## config.mk

```make
export PLATFORM = sky130hd
export DESIGN_NAME = alu
export DESIGN_NICKNAME = d
export VERILOG_FILES = /design/src/rtl/alu.sv
export SDC_FILE = /design/constraint.sdc
export NUM_CORES = 1
export LEC_CHECK = 0
export BUFFER_PORTS_ARGS = -buffer_cell sky130_fd_sc_hd__clkbuf_2
export CAP_MARGIN = 30
export CELL_PAD_IN_SITES_DETAIL_PLACEMENT = 1
export CELL_PAD_IN_SITES_GLOBAL_PLACEMENT = 1
export CORE_MARGIN = 2
export CORE_UTILIZATION = 30
export CTS_CLUSTER_DIAMETER = 120
export DETAILED_ROUTE_END_ITERATION = 12
export HOLD_SLACK_MARGIN = 0.08
export PLACE_DENSITY_LB_ADDON = 0.1
export SYNTH_ARGS = -nofsm -noshare
export SYNTH_HDL_FRONTEND = slang
export SYNTH_SLANG_ARGS = --single-unit
```

## constraint.sdc

```tcl
create_clock -name clk -period 2.24 [get_ports clk]
set_clock_uncertainty 0.05 [all_clocks]
set_input_delay 0.56 -clock clk [delete_from_list [all_inputs] [get_ports clk]]
set_output_delay 0.56 -clock clk [all_outputs]
set_load 0.05 [all_outputs]
```

## src/rtl/alu.sv

```systemverilog
// Registered integer ALU for the execute stage.
// Computes add/sub/and/or/slt/beq on zero-extended operands and registers the
// WIDTH+1 bit result plus a zero flag with one cycle of latency.
module alu #(
    parameter int unsigned WIDTH = 2
) (
    input  logic             clk,
    input  logic             reset,
    input  logic             in_valid,
    input  logic [WIDTH-1:0] SrcA,
    input  logic [WIDTH-1:0] SrcB,
    input  logic [2:0]       ALUControl,
    output logic             out_valid,
    output logic [WIDTH:0]   ALUResult,
    output logic             zero
);

    localparam logic [2:0] OpAdd = 3'b000;
    localparam logic [2:0] OpSub = 3'b001;
    localparam logic [2:0] OpAnd = 3'b010;
    localparam logic [2:0] OpOr  = 3'b011;
    localparam logic [2:0] OpSlt = 3'b100;
    localparam logic [2:0] OpBeq = 3'b101;

    logic [WIDTH:0] a;
    logic [WIDTH:0] b;
    logic           lt;
    logic [WIDTH:0] r;
    logic           z;

    logic [WIDTH:0] result_d, result_q;
    logic           zero_d, zero_q;
    logic           valid_d, valid_q;

    // Combinational next-result and next-zero for the current opcode.
    always_comb begin
        a  = {1'b0, SrcA};
        b  = {1'b0, SrcB};
        // Signed compare on the raw WIDTH-bit operands, not the extended ones.
        lt = $signed(SrcA) < $signed(SrcB);
        r  = '0;
        case (ALUControl)
            OpAdd:   r = a + b;
            OpSub:   r = a - b;
            OpAnd:   r = a & b;
            OpOr:    r = a | b;
            OpSlt:   r = {{WIDTH{1'b0}}, lt};
            OpBeq:   r = a - b;
            default: r = '0;
        endcase
        z = (r == '0);
    end

    // Capture a fresh result only when in_valid; otherwise hold and drop valid.
    always_comb begin
        result_d = result_q;
        zero_d   = zero_q;
        valid_d  = in_valid;
        if (in_valid) begin
            result_d = r;
            zero_d   = z;
        end
    end

    // Output registers with asynchronous clear.
    always_ff @(posedge clk or posedge reset) begin
        if (reset) begin
            result_q <= '0;
            zero_q   <= 1'b0;
            valid_q  <= 1'b0;
        end else begin
            result_q <= result_d;
            zero_q   <= zero_d;
            valid_q  <= valid_d;
        end
    end

    assign ALUResult = result_q;
    assign zero      = zero_q;
    assign out_valid = valid_q;

endmodule

```

After elaboration in Yosys (flattened, before gate mapping):

Cells that the tools add are included.

* eq/ne operators: 5
* reduce and logical (&&, ||, !) cells: 3
* add/subtract/negate cells: 2
* bitwise gates (word level): 2
* magnitude comparators: 1
* muxes and demuxes: 1

Operators by type and width (number)
* case mux 3 bit (5 select lines): 1
* equality test 3 x 2 -> 1 bit, second input constant: 2
* equality test 3 bit, second input constant: 2
* zero test 3 bit: 2
* adder 2 x 2 -> 3 bit: 1
* equality test 3 x 1 -> 1 bit, second input constant: 1
* subtractor 2 x 2 -> 3 bit: 1
* AND 2 bit: 1
* < comparator 2 bit: 1
* OR 2 bit: 1
* OR reduction 2 bit: 1

* bits of input ports: 10
* output and inout port bits: 5
* logic and storage cells: 17
* flip-flop bits (word level): 5

Depth between registers and ports, before layout:

* depth in word-level cells: 4
* depth in mapped cells: 8
* gate-level depth less buffers: 8

Worst setup path before layout:

OpenSTA, ideal clock, no wires.

* kind: input -> register
* start point: in SrcA[0]
* end point: reg zero_q (netlist: zero)
* stages on the path: 5
* arrival time: 1.801 ns
* library setup time: 0.067 ns
* path slack: 0.322 ns
* required time: 2.123 ns
* path buffers: 0
* cells stage by stage: ha_1 > fa_1 > mux2_2 > a22oi_2 > a41o_1

* longest elaborated chain between the ends: 3
* elaborated cells between the ends (all ways): 7
* those cells by class: add/sub (2); order compare (1); mux (1); bitwise (2); reduce/logical (1)

Ends and longest elaborated chain
* from (decl): RTL line 10 `input logic [WIDTH-1:0] SrcA,`
* subtractor 2 x 2 -> 3 bit, or another cell as far along: RTL line 44, 48
* case mux 3 bit (5 select lines) *: RTL line 42 `case (ALUControl)`
* zero test 3 bit *: RTL line 51 `z = (r == '0);`
* to (signal assigned): RTL line 73 `zero_q <= zero_d;`
* to (decl): RTL line 32 `logic zero_d, zero_q;`

Mark *: on every way between the ends. The rest lies on a longest branch, timed or not.
A chain may end at the register's enable or synchronous reset.

Worst setup path in the final report:

Ends and elaborated chain as after synthesis.

==> key figures <==
Min path
  – Worst hold path class: input port to asynchronous set/reset pin

Detailed routing
  – Via count: 369
  – Routed WL per cell: 10.99 um
  – Number of remaining DRC errors: 0
  – Final wirelength: 846 um
  – 1st-iter DRT viols: 0
  – Post-route ant nets: 0
  – Avg Vias per Cell: 4.792
  – Drt pass-1 iters: 1

STA
  – Rel. slew slack: 0.7529
  – Final Cycle Share: 0.8384
  – Hold Slack: 132.1 ps
  – Final setup viols: 0
  – Tmin final: 1878 ps
  – RSZ-0062 raised after global routing: false
  – Max Slew Vio Count: 0
  – Achievable frequency: 532.5 MHz
  – Setup TNS: 0 ps
  – Hold Vio Cnt, Final: 0
  – Worst slew pin tran: 366.0 ps

Floorplanning
  – # IOs: 15
  – Die ar.: 1777 um^2
  – Die W: 42.15 um
  – Core Rows: 13
  – Initial core utilization: 0.3274
  – Die Height: 42.15 um
  – Core region area: 1334 um^2

Layout
  – Area Overhead vs Synth: 26.36%
  – Fraction of layout cells with a size suffix above 1: 0.3226
  – Most common cell after layout, fill and taps aside: clkbuf_2
  – Area of the multi-input gates: 281.5 um^2
  – Fin cells: 77
  – Most frequent cells in the layout: clkbuf_2 (14), inv_1 (8), dfrtp_1 (5), ha_1 (5), nor2_1 (4)
  – Nets: 81
  – Seq. cell area: 125.1 um^2
  – Antenna Cells: 0
  – FILL cells: 182

Clock network
  – CTS resizes: 0
  – Clk root buf: clkbuf_4
  – H-tree depth: 1
  – Hold Buf Count CTS: 0
  – # Post-CTS Setup Buffers: 0
  – Clk sinks: 5
  – CTS Buffer Depth: 2
  – Reg clk slew, reported paths: 50 ps
  – TritonCTS buffer count: 3
  – Clk Latency, worst-skew pair: 240 ps
  – CTS tree: yes

Global route
  – GRT Resource Usage Total: 0.1222
  – Vias in the first global route: 359
  – Global-route wire length before repair: 1635 um
  – Initial antenna violation count: 0
  – Gr ovfl total: 0
  – Largest net degree at the start of global routing: 9

Synth
  – Largest cells by area after synthesis: dfrtp_1 (29%), ha_1 (14%), fa_1 (14%)
  – Dominant cell type by area after synthesis: dfrtp_1
  – Synth cell types: 20
  – Gate Count Post-Synth: 44
  – Syn Std Cell Area: 436.7 um^2
  – Syn avg cell area: 9.924 um^2
  – Sequential fraction of the synthesis area: 0.2865
  – Synth Net Count: 62
  – Share of the synthesized area in the top cell type: 0.2865
  – Synth warn: 0
  – Yosys reg bits: 5

Critical path
  – Critical Path RT: 2320 ps
  – Crit-path cells: clkbuf_2 -> inv_1 -> ha_1 -> inv_1 -> fa_1 -> a31oi_1 -> o311ai_0 -> a41o_1
  – Slowest cell on crit path: fa_1
  – Worst EP arrival: 1960 ps
  – CP Max Fanout: 2
  – CP dominant cell by count: inv_1
  – Worst path top cell family by delay: compound AO/OA/AOI/OAI gates
  – R2R depth: 2
  – Buf/Inv on CP: 3
  – Setup crit start kind: input port
  – CP endpoint kind: flip-flop
  – CP Class: input port to flip-flop
  – CP peak stage delay: 390 ps
  – CP Depth: 8

Placed design
  – # port buffers: 14
  – Final Wtd Congestion: 0.8154
  – # placed instances: 73
  – DP HPWL: 743.4 um

Power
  – Pwr Density: 577.4 nW/um^2
  – Peak VDD IR: 0.3710 mV
  – Leak: 0.2946 nW
  – Total power draw: 0.3186 mW

Run status
  – Run status: finished clean

Run
  – Max cap viols: 0
[stage by stage]
stage          utilization  setup slack, ps  instance area (um^2)
2_1_floorplan            -            322.0                 436.7
3_3_place_gp        0.3940            119.1                 525.5
3_5_place_dp        0.3940            105.2                 525.5
4_1_cts             0.4137            362.8                 551.8
5_1_grt             0.4137            252.4                 551.8
6_report            0.4137            362.1                 551.8
[state kept, by name, summed over array words and instances, names as in the netlist]
name / cells
out_valid: 1
zero: 1
ALUResult: 3
[Yosys cell counts (all sizes together)]
master / n
a31oi: 1
dfrtp: 5
o21a: 1
o211ai: 1
or3b: 1
inv: 8
fa: 3
a41o: 1
nor2b: 2
nand2b: 1
a21oi: 2
mux2: 2
o311ai: 1
nand2: 2
ha: 5
mux2i: 1
nor2: 4
o2111ai: 1
o21ai: 1
a22oi: 1
[area by class of cell]
class                           instances  share of cell area
Multi-Input combinational cell         31              0.5102
Sequential cell                         5              0.2268
Timing Repair Buffer                   14              0.1270
Inverter                                8             0.05442
Clock buffer                            4             0.04762
Tap cell                               15             0.03401
[report_power, final]
group / internal [mW] / total, mW / switching (mW)
logic: 0.0364 / 0.110 / 0.0731
clock network: 0.0674 / 0.105 / 0.0374
registers: 0.100 / 0.104 / 0.00406
[worst paths after layout]
check,start,end,slack [ps]
worst max-delay path,SrcA[0],zero,360
worst min-delay path,reset,ALUResult[1],130
worst max register to register,zero,zero,1390
worst min register to register,ALUResult[0],ALUResult[0],430
max in group asynchronous,reset,ALUResult[0],1840
min in group clk,ALUResult[0],ALUResult[0],430
[logic make-up after synthesis]
family | share of synthesized area
compound gates | 0.1748
fa+ha+maj | 0.2808
buf+inv | 0.06877
flops | 0.2865
mux | 0.07450
simple gates | 0.1146
[per-layer routing]
| metal | global-route usage | vias to the layer above | share of wire |
|---|---|---|---|
| li1 | - | 183 | - |
| met3 | 0.06466 | 0 | 0.086 |
| met2 | 0.1656 | 13 | 0.44 |
| met1 | 0.1741 | 173 | 0.47 |
| met4 | 0.01875 | 0 | 0 |
| met5 | 0 | - | 0 |
Power figures use the tool's default switching activity.
